<file path="config.mk">
export PLATFORM = sky130hd
export DESIGN_NAME = tri_wave_table_writer_flat
export DESIGN_NICKNAME = d
export VERILOG_FILES = /design/src/rtl/tri_wave_table_writer_if.sv /design/src/rtl/tri_wave_table_writer.sv /design/src/flat_wrapper.sv
export SDC_FILE = /design/constraint.sdc
export NUM_CORES = 1
export LEC_CHECK = 0
export ABC_AREA = 1
export CORE_MARGIN = 1.5
export CORE_UTILIZATION = 45
export DETAILED_ROUTE_END_ITERATION = 8
export PLACE_DENSITY = 0.71
export SYNTH_ARGS = -nofsm -noshare
export SYNTH_HDL_FRONTEND = slang
export SYNTH_SLANG_ARGS = --single-unit
</file>
<file path="constraint.sdc">
create_clock -name clk -period 2.7 [get_ports clk]
set_input_delay 0.81 -clock clk [delete_from_list [all_inputs] [get_ports clk]]
set_output_delay 0.81 -clock clk [all_outputs]
set_load 0.01 [all_outputs]
</file>
<file path="src/rtl/tri_wave_table_writer_if.sv">
// ---------------------------------------------------------------------------
// tri_wave_table_writer_if
// Bundles the control handshake and both wave-RAM ports of the triangular
// wave-table writer.
//
//   start    : control  -> writer   one-cycle build/verify request
//   busy     : writer   -> control  sequence in progress
//   done     : writer   -> control  one-cycle end-of-sequence pulse
//   pass     : writer   -> control  1 = read-back found no mismatches
//   err_cnt  : writer   -> control  saturating mismatch count
//   wr_en/wr_addr/wr_data : writer -> RAM write port
//   rd_en/rd_addr         : writer -> RAM read port
//   rd_data               : RAM    -> writer read data
//
// Modports: master = the writer, slave = control logic + RAM side.
// ---------------------------------------------------------------------------
interface tri_wave_table_writer_if #(
  parameter int ADDR_WIDTH = 10,
  parameter int DATA_WIDTH = 8
);

  logic                  start;
  logic                  busy;
  logic                  done;
  logic                  pass;
  logic [7:0]            err_cnt;
  logic                  wr_en;
  logic [ADDR_WIDTH-1:0] wr_addr;
  logic [DATA_WIDTH-1:0] wr_data;
  logic                  rd_en;
  logic [ADDR_WIDTH-1:0] rd_addr;
  logic [DATA_WIDTH-1:0] rd_data;

  modport master (
    input  start,
    input  rd_data,
    output busy,
    output done,
    output pass,
    output err_cnt,
    output wr_en,
    output wr_addr,
    output wr_data,
    output rd_en,
    output rd_addr
  );

  modport slave (
    output start,
    output rd_data,
    input  busy,
    input  done,
    input  pass,
    input  err_cnt,
    input  wr_en,
    input  wr_addr,
    input  wr_data,
    input  rd_en,
    input  rd_addr
  );

endinterface

</file>
<file path="src/rtl/tri_wave_table_writer.sv">
// ---------------------------------------------------------------------------
// tri_wave_table_writer
// Fills a dual-port wave RAM with a 2^ADDR_WIDTH-point triangular waveform,
// then reads the whole table back and checks every word. Lets the DAC wave
// table be rebuilt at run time without an init file.
//
// Ports:
//   clk    : system clock, rising edge
//   rst_n  : asynchronous active-low reset
//   bus    : tri_wave_table_writer_if.master
//            start in / busy, done, pass, err_cnt out
//            wr_en, wr_addr, wr_data, rd_en, rd_addr out / rd_data in
//
// Parameters:
//   ADDR_WIDTH : table address width (9..16), depth N = 2^ADDR_WIDTH
//   DATA_WIDTH : sample width, <= ADDR_WIDTH-1
//   RD_LATENCY : RAM read latency, 1 (no output reg) or 2 (output reg)
// ---------------------------------------------------------------------------
module tri_wave_table_writer #(
  parameter int ADDR_WIDTH = 10,
  parameter int DATA_WIDTH = 8,
  parameter int RD_LATENCY = 1
) (
  input  logic                     clk,
  input  logic                     rst_n,
  tri_wave_table_writer_if.master  bus
);

  if (ADDR_WIDTH < 9 || ADDR_WIDTH > 16 || DATA_WIDTH > ADDR_WIDTH - 1 ||
      DATA_WIDTH < 1 || RD_LATENCY < 1 || RD_LATENCY > 2) begin : g_param_err
    $error("tri_wave_table_writer: illegal parameter combination");
  end

  typedef enum logic [2:0] {
    S_IDLE,
    S_WRITE,
    S_VERIFY,
    S_DRAIN,
    S_DONE
  } state_t;

  localparam logic [ADDR_WIDTH-1:0] LAST_ADDR  = '1;
  localparam logic [ADDR_WIDTH-1:0] DRAIN_LAST = ADDR_WIDTH'(RD_LATENCY - 1);

  // Rising half for the lower half of the table, mirrored for the upper half.
  function automatic logic [DATA_WIDTH-1:0] wave_sample(input logic [ADDR_WIDTH-1:0] a);
    logic [DATA_WIDTH-1:0] r;
    r = a[ADDR_WIDTH-2 -: DATA_WIDTH];
    return a[ADDR_WIDTH-1] ? ~r : r;
  endfunction

  state_t                r_state;
  logic [ADDR_WIDTH-1:0] r_cnt;
  logic                  r_busy;
  logic                  r_done;
  logic                  r_pass;
  logic [7:0]            r_err_cnt;
  logic                  r_wr_en;
  logic [ADDR_WIDTH-1:0] r_wr_addr;
  logic [DATA_WIDTH-1:0] r_wr_data;
  logic                  r_rd_en;
  logic [ADDR_WIDTH-1:0] r_rd_addr;

  logic                  r_pipe_vld [RD_LATENCY];
  logic [DATA_WIDTH-1:0] r_pipe_exp [RD_LATENCY];

  logic [ADDR_WIDTH-1:0] w_cnt_inc;
  logic                  w_cmp_vld;
  logic                  w_mismatch;
  logic [7:0]            w_err_next;

  always_comb begin
    w_cnt_inc  = r_cnt + ADDR_WIDTH'(1);
    w_cmp_vld  = r_pipe_vld[RD_LATENCY-1];
    w_mismatch = w_cmp_vld && (bus.rd_data != r_pipe_exp[RD_LATENCY-1]);
    w_err_next = r_err_cnt;
    if (w_mismatch && (r_err_cnt != 8'hFF)) begin
      w_err_next = r_err_cnt + 8'd1;
    end
  end

  // Stage 0 is loaded from the registered read port, so the last stage lines
  // up with rd_data exactly RD_LATENCY cycles after the RAM sees rd_addr.
  always_ff @(posedge clk or negedge rst_n) begin
    if (!rst_n) begin
      for (int unsigned i = 0; i < unsigned'(RD_LATENCY); i++) begin
        r_pipe_vld[i] <= 1'b0;
        r_pipe_exp[i] <= '0;
      end
    end else begin
      r_pipe_vld[0] <= r_rd_en;
      r_pipe_exp[0] <= wave_sample(r_rd_addr);
      for (int unsigned i = 1; i < unsigned'(RD_LATENCY); i++) begin
        r_pipe_vld[i] <= r_pipe_vld[i-1];
        r_pipe_exp[i] <= r_pipe_exp[i-1];
      end
    end
  end

  // r_cnt holds the address currently presented on the active RAM port, so
  // the first write is already registered on the edge that accepts start.
  // In DRAIN it counts the cycles still needed for the last compare.
  always_ff @(posedge clk or negedge rst_n) begin
    if (!rst_n) begin
      r_state   <= S_IDLE;
      r_cnt     <= '0;
      r_busy    <= 1'b0;
      r_done    <= 1'b0;
      r_pass    <= 1'b0;
      r_err_cnt <= '0;
      r_wr_en   <= 1'b0;
      r_wr_addr <= '0;
      r_wr_data <= '0;
      r_rd_en   <= 1'b0;
      r_rd_addr <= '0;
    end else begin
      r_done    <= 1'b0;
      r_err_cnt <= w_err_next;
      case (r_state)
        S_IDLE: begin
          if (bus.start) begin
            r_state   <= S_WRITE;
            r_busy    <= 1'b1;
            r_pass    <= 1'b0;
            r_err_cnt <= '0;
            r_cnt     <= '0;
            r_wr_en   <= 1'b1;
            r_wr_addr <= '0;
            r_wr_data <= wave_sample('0);
          end
        end
        S_WRITE: begin
          if (r_cnt == LAST_ADDR) begin
            r_state   <= S_VERIFY;
            r_cnt     <= '0;
            r_wr_en   <= 1'b0;
            r_rd_en   <= 1'b1;
            r_rd_addr <= '0;
          end else begin
            r_cnt     <= w_cnt_inc;
            r_wr_addr <= w_cnt_inc;
            r_wr_data <= wave_sample(w_cnt_inc);
          end
        end
        S_VERIFY: begin
          if (r_cnt == LAST_ADDR) begin
            r_state <= S_DRAIN;
            r_cnt   <= '0;
            r_rd_en <= 1'b0;
          end else begin
            r_cnt     <= w_cnt_inc;
            r_rd_addr <= w_cnt_inc;
          end
        end
        S_DRAIN: begin
          // The final compare lands on this same edge, so pass looks at the
          // updated count rather than the registered one.
          if (r_cnt == DRAIN_LAST) begin
            r_state <= S_DONE;
            r_done  <= 1'b1;
            r_pass  <= (w_err_next == 8'd0);
            r_cnt   <= '0;
          end else begin
            r_cnt <= w_cnt_inc;
          end
        end
        S_DONE: begin
          // One extra state keeps a start coincident with done from being
          // taken; busy drops as done drops.
          r_state <= S_IDLE;
          r_busy  <= 1'b0;
        end
        default: begin
          r_state <= S_IDLE;
        end
      endcase
    end
  end

  assign bus.busy    = r_busy;
  assign bus.done    = r_done;
  assign bus.pass    = r_pass;
  assign bus.err_cnt = r_err_cnt;
  assign bus.wr_en   = r_wr_en;
  assign bus.wr_addr = r_wr_addr;
  assign bus.wr_data = r_wr_data;
  assign bus.rd_en   = r_rd_en;
  assign bus.rd_addr = r_rd_addr;

endmodule

</file>
<file path="src/flat_wrapper.sv">
// flat-port wrapper written by rule: the top's interface ports become plain ports
module tri_wave_table_writer_flat 
#(
  parameter int ADDR_WIDTH = 10,
  parameter int DATA_WIDTH = 8,
  parameter int RD_LATENCY = 1
)
  (clk, rst_n, bus_start, bus_rd_data, bus_busy, bus_done, bus_pass, bus_err_cnt, bus_wr_en, bus_wr_addr, bus_wr_data, bus_rd_en, bus_rd_addr);
  tri_wave_table_writer_if #(.ADDR_WIDTH(ADDR_WIDTH), .DATA_WIDTH(DATA_WIDTH)) bus_i ();
  input  logic clk;
  input  logic rst_n;
  input wire logic [$bits(bus_i.start)-1:0] bus_start;
  input wire logic [$bits(bus_i.rd_data)-1:0] bus_rd_data;
  output wire logic [$bits(bus_i.busy)-1:0] bus_busy;
  output wire logic [$bits(bus_i.done)-1:0] bus_done;
  output wire logic [$bits(bus_i.pass)-1:0] bus_pass;
  output wire logic [$bits(bus_i.err_cnt)-1:0] bus_err_cnt;
  output wire logic [$bits(bus_i.wr_en)-1:0] bus_wr_en;
  output wire logic [$bits(bus_i.wr_addr)-1:0] bus_wr_addr;
  output wire logic [$bits(bus_i.wr_data)-1:0] bus_wr_data;
  output wire logic [$bits(bus_i.rd_en)-1:0] bus_rd_en;
  output wire logic [$bits(bus_i.rd_addr)-1:0] bus_rd_addr;
  assign bus_i.start = bus_start;
  assign bus_i.rd_data = bus_rd_data;
  assign bus_busy = bus_i.busy;
  assign bus_done = bus_i.done;
  assign bus_pass = bus_i.pass;
  assign bus_err_cnt = bus_i.err_cnt;
  assign bus_wr_en = bus_i.wr_en;
  assign bus_wr_addr = bus_i.wr_addr;
  assign bus_wr_data = bus_i.wr_data;
  assign bus_rd_en = bus_i.rd_en;
  assign bus_rd_addr = bus_i.rd_addr;
  tri_wave_table_writer #(.ADDR_WIDTH(ADDR_WIDTH), .DATA_WIDTH(DATA_WIDTH), .RD_LATENCY(RD_LATENCY)) u_core (.clk(clk), .rst_n(rst_n), .bus(bus_i));
endmodule
</file>
==> results.yml, run 1 <==
status:
  status: "complete, no violations"
route:
  drc_errors: 0
  detail-route-antenna-nets: 0
  dr.pass1.iters: 4
  vias: 2595
  avgViaCountPerCell: 5.01
  drt_iter0_drc: 121
  post_drt_wl_per_cell_um: 13.0
  totalWireLength_um: 6730
cts:
  numCtsBuffers: 9
  cts_hold_buffers: 0
  cts_tree: "built"
  clock-sinks: 63
  cts_max_level: 3
  clk_latency_ns: 0.34
  clockBufferDepth: 2
  cts-root-buf: "clkbuf_8"
  cts_setup_buffers: 0
  cts_resized: 0
  clkTransAtPathRegs_ns: 0.07
die:
  num_io_pins: 52
  die_x_um: 86.1
  die-area_um2: 7410
  core-area_um2: 6720
  row_count: 30
  die_h_um: 86.1
  start_util_pct: 46.2
synthesis:
  post_synth_and_or_nand_nor_area_fraction_pct: 23.6
  ys.warnings.count: 0
  muxShareOfSynthArea_pct: 0
  synth_top_family_by_area: "simple AND/OR/NAND/NOR gates"
  syn_nets: 385
  syn_inst: 371
  ys_ff_latch: 63
  synth_compound_area_share_pct: 9.95
  seq_area_frac_synth_pct: 50.8
  synth_area_um2: 3110
  syn_avg_cell_area_um2: 8.37
  synth-xor-area-share_pct: 5.36
  ys_types: 30
  synth-adder-area-share_pct: 1.21
worst_setup_path:
  path_buf_inv: 1
  worstPathRequired_ns: 1.89
  path_cells: "clkdlybuf4s50_1"
  start_kind: "flop"
  cpLargestDelayFamily: "buffers and inverters"
  path_max_fanout: 10
  worstPathArrival_ns: 1.59
  cp-end-kind: "output pin"
  critPathMaxStageDelay_ns: 0.63
  cpMaxStageDelayCell: "clkdlybuf4s50_1"
  crit_type: "reg -> out"
cells_and_area:
  finalInstanceArea_um2: 3970
  layout-drive-gt1-share_pct: 9.36
  syn_to_final_growth_pct: 27.9
  nets: 447
  antenna_cells: 0
  nFillCells: 611
  final_core_util_pct: 59.1
sta:
  maxSlewHeadroom_pct: 67.4
  rsz0062_at_grt: "no"
  period_share_pct: 88.7
  period_needed_ns: 2.40
  finalClockSkew_ns: 0.00901
  fin_setup_tns_ns: 0
  setup_violations: 0
  finalMaxSlewViolations: 0
  holdWs_ns: 0.430
  fmax_mhz: 417
  fin_ws_ns: 0.304
  hold_viol: 0
  tightest_slew_ns: 0.487
placed_design:
  place_hpwl_um: 4920
  place_ws_ns: 0.152
  gp_congestion: 0.921
  place_area_um2: 3720
  io_buffers: 51
grt:
  first_global_vias: 2523
  grt_overflow: 0
  grt_max_degree: 64
  grt_usage_pct: 20.2
  antenna_found_initial: 0
  grtUsageMet1_pct: 26.6
  grt_pass1_wl_um: 11600
  grt_use_met2_pct: 31.3
  use_met3_pct: 5.10
  top_usage_layer: "met2"
min_path:
  min_path_type: "reg -> reg"
power_and_ir_drop:
  powerDensity_nw_per_um2: 635
  p_leak_uw: 0.00196
  peakVddDrop_mv: 0.288
run:
  max-cap-violations: 0
-- state kept, by name, summed over array words and instances (netlist names) --
| name | count |
|---|---|
| u_core.bus.err_cnt | 8 |
| u_core.r_pipe_exp | 8 |
| u_core.bus.wr_data | 8 |
| u_core.bus.rd_addr | 10 |
| u_core.bus.done | 1 |
| u_core.bus.busy | 1 |
| u_core.bus.wr_addr | 10 |
| u_core.bus.rd_en | 1 |
| u_core.r_state | 3 |
| u_core.r_pipe_vld | 1 |
| u_core.r_cnt | 10 |
| u_core.bus.pass | 1 |
| u_core.bus.wr_en | 1 |
-- synth_stat cells --
master    number  area [um2]
o211ai_1       2        15.0
o21ai_1        5        25.0
xnor2_1        4        35.0
o21ai_0       22         110
a21oi_1        6        30.0
buf_4          2        15.0
nand3_1       10        50.1
clkinv_1       2        7.51
nor4_1         2        12.5
nor2_2         1        6.26
or2_2          2        12.5
nand4_1       12        75.1
ha_1           3        37.5
nor3_2         4        40.0
nand2_1       92         345
clkbuf_2       1        5.00
xor2_1        15         131
nand2_2        3        18.8
nor2_4         2        22.5
nand3_2        3        30.0
inv_1         57         214
inv_2          3        11.3
clkbuf_1       1        3.75
o31ai_1        3        22.5
nor3_1         2        10.0
dfrtp_1       63        1580
buf_2          1        5.00
o22ai_1       17         106
nor2_1        29         109
buf_6          2        22.5
-- worst paths after layout --
check                                            from                    end  slack (ns)  cells after the start
worst max register to register        u_core.r_cnt[0]  u_core.bus.wr_data[7]        0.52                     12
worst min register to register       u_core.bus.rd_en      u_core.r_pipe_vld        0.43                      0
max in group asynchronous                       rst_n        u_core.bus.pass        1.95                      2
worst max-delay path            u_core.bus.rd_addr[9]         bus_rd_addr[9]        0.30                      1
min in group asynchronous                       rst_n  u_core.bus.wr_data[4]        0.46                      2
worst min-delay path                 u_core.bus.rd_en      u_core.r_pipe_vld        0.43                      0
-- report_power, final --
part	leakage [uW]	switching, uW	internal, uW
Sequential	0.000778	75.0	1000
Combinational	0.00107	228	217
Clock	0.000116	360	638
Total	0.00196	663	1860
-- placed cells by master (no fill, tap or decap), types with 3 or more instances in the layout --
master / count
o31ai_1: 3
clkbuf_8: 10
nand3_1: 10
nand2_2: 3
dfrtp_1: 63
nor2_1: 29
o22ai_1: 17
buf_4: 6
nand4_1: 12
xnor2_1: 4
o21ai_0: 22
inv_2: 3
bufinv_16: 3
nand2_1: 92
inv_1: 57
o21ai_1: 5
xor2_1: 15
nand3_2: 3
ha_1: 3
a21oi_1: 6
nor3_2: 4
clkdlybuf4s50_1: 50
-- metrics by stage --
| stage | total power, uW | cells |
|---|---|---|
| 6_report | 2520 | 518 |
| 3_5_place_dp | 1540 | 502 |
| 5_1_grt | 2670 | 518 |
| 4_1_cts | 2550 | 518 |
| 2_1_floorplan | 1340 | 371 |
| 3_3_place_gp | 1540 | 502 |
-- cell type report --
cell class	instances	area [um2]	share of cell area [%]
Clock buffer	11	141	3.56
Sequential cell	63	1580	39.7
Timing Repair Buffer	58	571	14.4
Tap cell	80	100	2.52
Clock inverter	5	105	2.65
Inverter	62	233	5.86
Multi-Input combinational cell	239	1240	31.3
-- per-layer routing --
layer	wire length, um	vias up	share of wire, %
met4	159	0	2.4
met1	3190	1192	47
met2	3030	67	45
li1	-	1319	-
met5	0	-	0
met3	350	17	5.2
-- cells by family after synthesis --
kind of cell	count (synthesis)
buf+inv	69
compound gates	55
fa+ha+maj	3
flops	63
xor+xnor	19
simple gates	162
(Power assumes the default switching activity.)
==> run 2, diff against run 1 <==
==> constraint.sdc (replaced) <==
create_clock -name clk -period 2.7 [get_ports clk]
set_input_delay 0.54 -clock clk [delete_from_list [all_inputs] [get_ports clk]]
set_output_delay 0.54 -clock clk [all_outputs]
set_load 0.01 [all_outputs]
==> results.yml, run 2 (synthesis gave the netlist of run 1 again) <==
sta:
  period_needed_ns: 2.09
  finalClockSkew_ns: 0.00710
  tightest_slew_ns: 0.779
  hold_viol: 0
  period_share_pct: 77.3
  setup_violations: 0
  fmax_mhz: 479
  rsz0062_at_grt: "no"
  finalMaxSlewViolations: 0
  fin_setup_tns_ns: 0
  maxSlewHeadroom_pct: 48.1
run:
  max-cap-violations: 0
placed_design:
  io_buffers: 51
  place_hpwl_um: 4790
  gp_congestion: 0.880
worst_setup_path:
  cpMaxStageDelayCell: "clkdlybuf4s50_1"
  path_buf_inv: 1
  start_kind: "flop"
  cp-startpoint: "u_core.bus.rd_addr[9]"
  cpLargestDelayFamily: "buffers and inverters"
  r2r_start: "u_core.r_cnt[0]"
  cp-end-kind: "output pin"
  worstPathArrival_ns: 1.55
  path_max_fanout: 10
  rr_worst_depth: 13
  critPathMaxStageDelay_ns: 0.62
  path_cells: "clkdlybuf4s50_1"
  crit_type: "reg -> out"
  cp.depth: 1
  worstPathRequired_ns: 2.16
cts:
  cts_setup_buffers: 0
  cts_hold_buffers: 0
  cts_tree: "built"
  numCtsBuffers: 9
  clkTransAtPathRegs_ns: 0.06
  clk_latency_ns: 0.33
  clock-sinks: 63
  cts_max_level: 3
  cts_resized: 0
  clockBufferDepth: 2
  cts-root-buf: "clkbuf_8"
power_and_ir_drop:
  p_leak_uw: 0.00192
  power_frac_seq_pct: 47.2
  power_uw: 2290
  intPower_uw: 1660
  peakVddDrop_mv: 0.332
  p_sw_share_pct: 27.5
  clkPwrFrac_pct: 33.3
  p_sw_uw: 631
  powerDensity_nw_per_um2: 593
  combPwrFrac_pct: 19.4
die:
  die-area_um2: 7410
  start_util_pct: 46.2
  die_h_um: 86.1
  row_count: 30
  core-area_um2: 6720
  num_io_pins: 52
  die_x_um: 86.1
route:
  drt_iter0_drc: 128
  vias: 2567
  post_drt_wl_per_cell_um: 13.0
  avgViaCountPerCell: 5.00
  drc_errors: 0
  detail-route-antenna-nets: 0
  totalWireLength_um: 6670
  dr.pass1.iters: 4
grt:
  grt_usage_pct: 19.5
  grt_pass1_wl_um: 11200
  grt_max_degree: 64
  first_global_vias: 2479
  antenna_found_initial: 0
  grt_overflow: 0
cells_and_area:
  syn_to_final_growth_pct: 24.6
  nets: 444
  antenna_cells: 0
  layout-drive-gt1-share_pct: 7.85
  layout_commonest_cell: "nand2_1"
  layout_common_cells: "92 x nand2_1, 63 x dfrtp_1, 57 x inv_1, 50 x clkdlybuf4s50_1, 29 x nor2_1"
min_path:
  min_path_type: "in -> async"
status:
  status: "complete, no violations"
## run 2: changes by cell type in the layout (fill, tap and decap cells not counted)
cell | previous run | this run
buf_12 | 1 | 0
buf_4 | 6 | 4
bufinv_16 | 3 | 1
clkbuf_1 | 1 | 3
clkinvlp_4 | 2 | 0
## run 2: layout make-up
type	instances	area [um2]
repair buffers	55	536
fillers	612	2850
flip-flops and latches	63	1580
multi-input cells	239	1240
clock inverters	1	30.0
clock buffers	13	149
well taps	80	100
inverters	62	233
## run 2: worst paths after layout
kind                       slack [ns]                    end
hold / removal                   0.36  u_core.bus.wr_addr[3]
min in group clk                 0.44      u_core.r_pipe_vld
max in group asynchronous        1.81        u_core.r_cnt[6]
setup / recovery                 0.61         bus_rd_addr[9]
setup reg to reg                 0.63  u_core.bus.wr_data[3]
hold reg to reg                  0.44      u_core.r_pipe_vld
## run 2: through the flow
step           setup WS (ns)  instance area [um2]  util (%)  hold slack [ns]  std cells
6_report               0.614                 3870      57.6            0.355        513
5_1_grt                0.423                 3870      57.6            0.433        513
4_1_cts                0.575                 3870      57.6            0.386        513
3_5_place_dp           0.402                 3690      54.9            0.425        499
3_3_place_gp           0.424                 3690      54.9            0.413        499
2_1_floorplan          0.969                 3110         -            0.244        371
## run 2: layer usage
layer / track usage, % / vias up / share of wire [%]
li1: - / 1305 / -
met1: 25.0 / 1174 / 47
met2: 31.1 / 74 / 44
met3: 6.45 / 14 / 6.3
met4: 6.74 / 0 / 1.9
met5: 0 / - / 0
## run 2: power by group through the flow
stage               clock [uW]  sequential (uW)  combinational (uW)
floorplan                    0             1110                 223
global placement             0             1100                 440
detailed placement           0             1100                 445
CTS                        785             1080                 449
global route               828             1090                 509
finish                     764             1080                 446
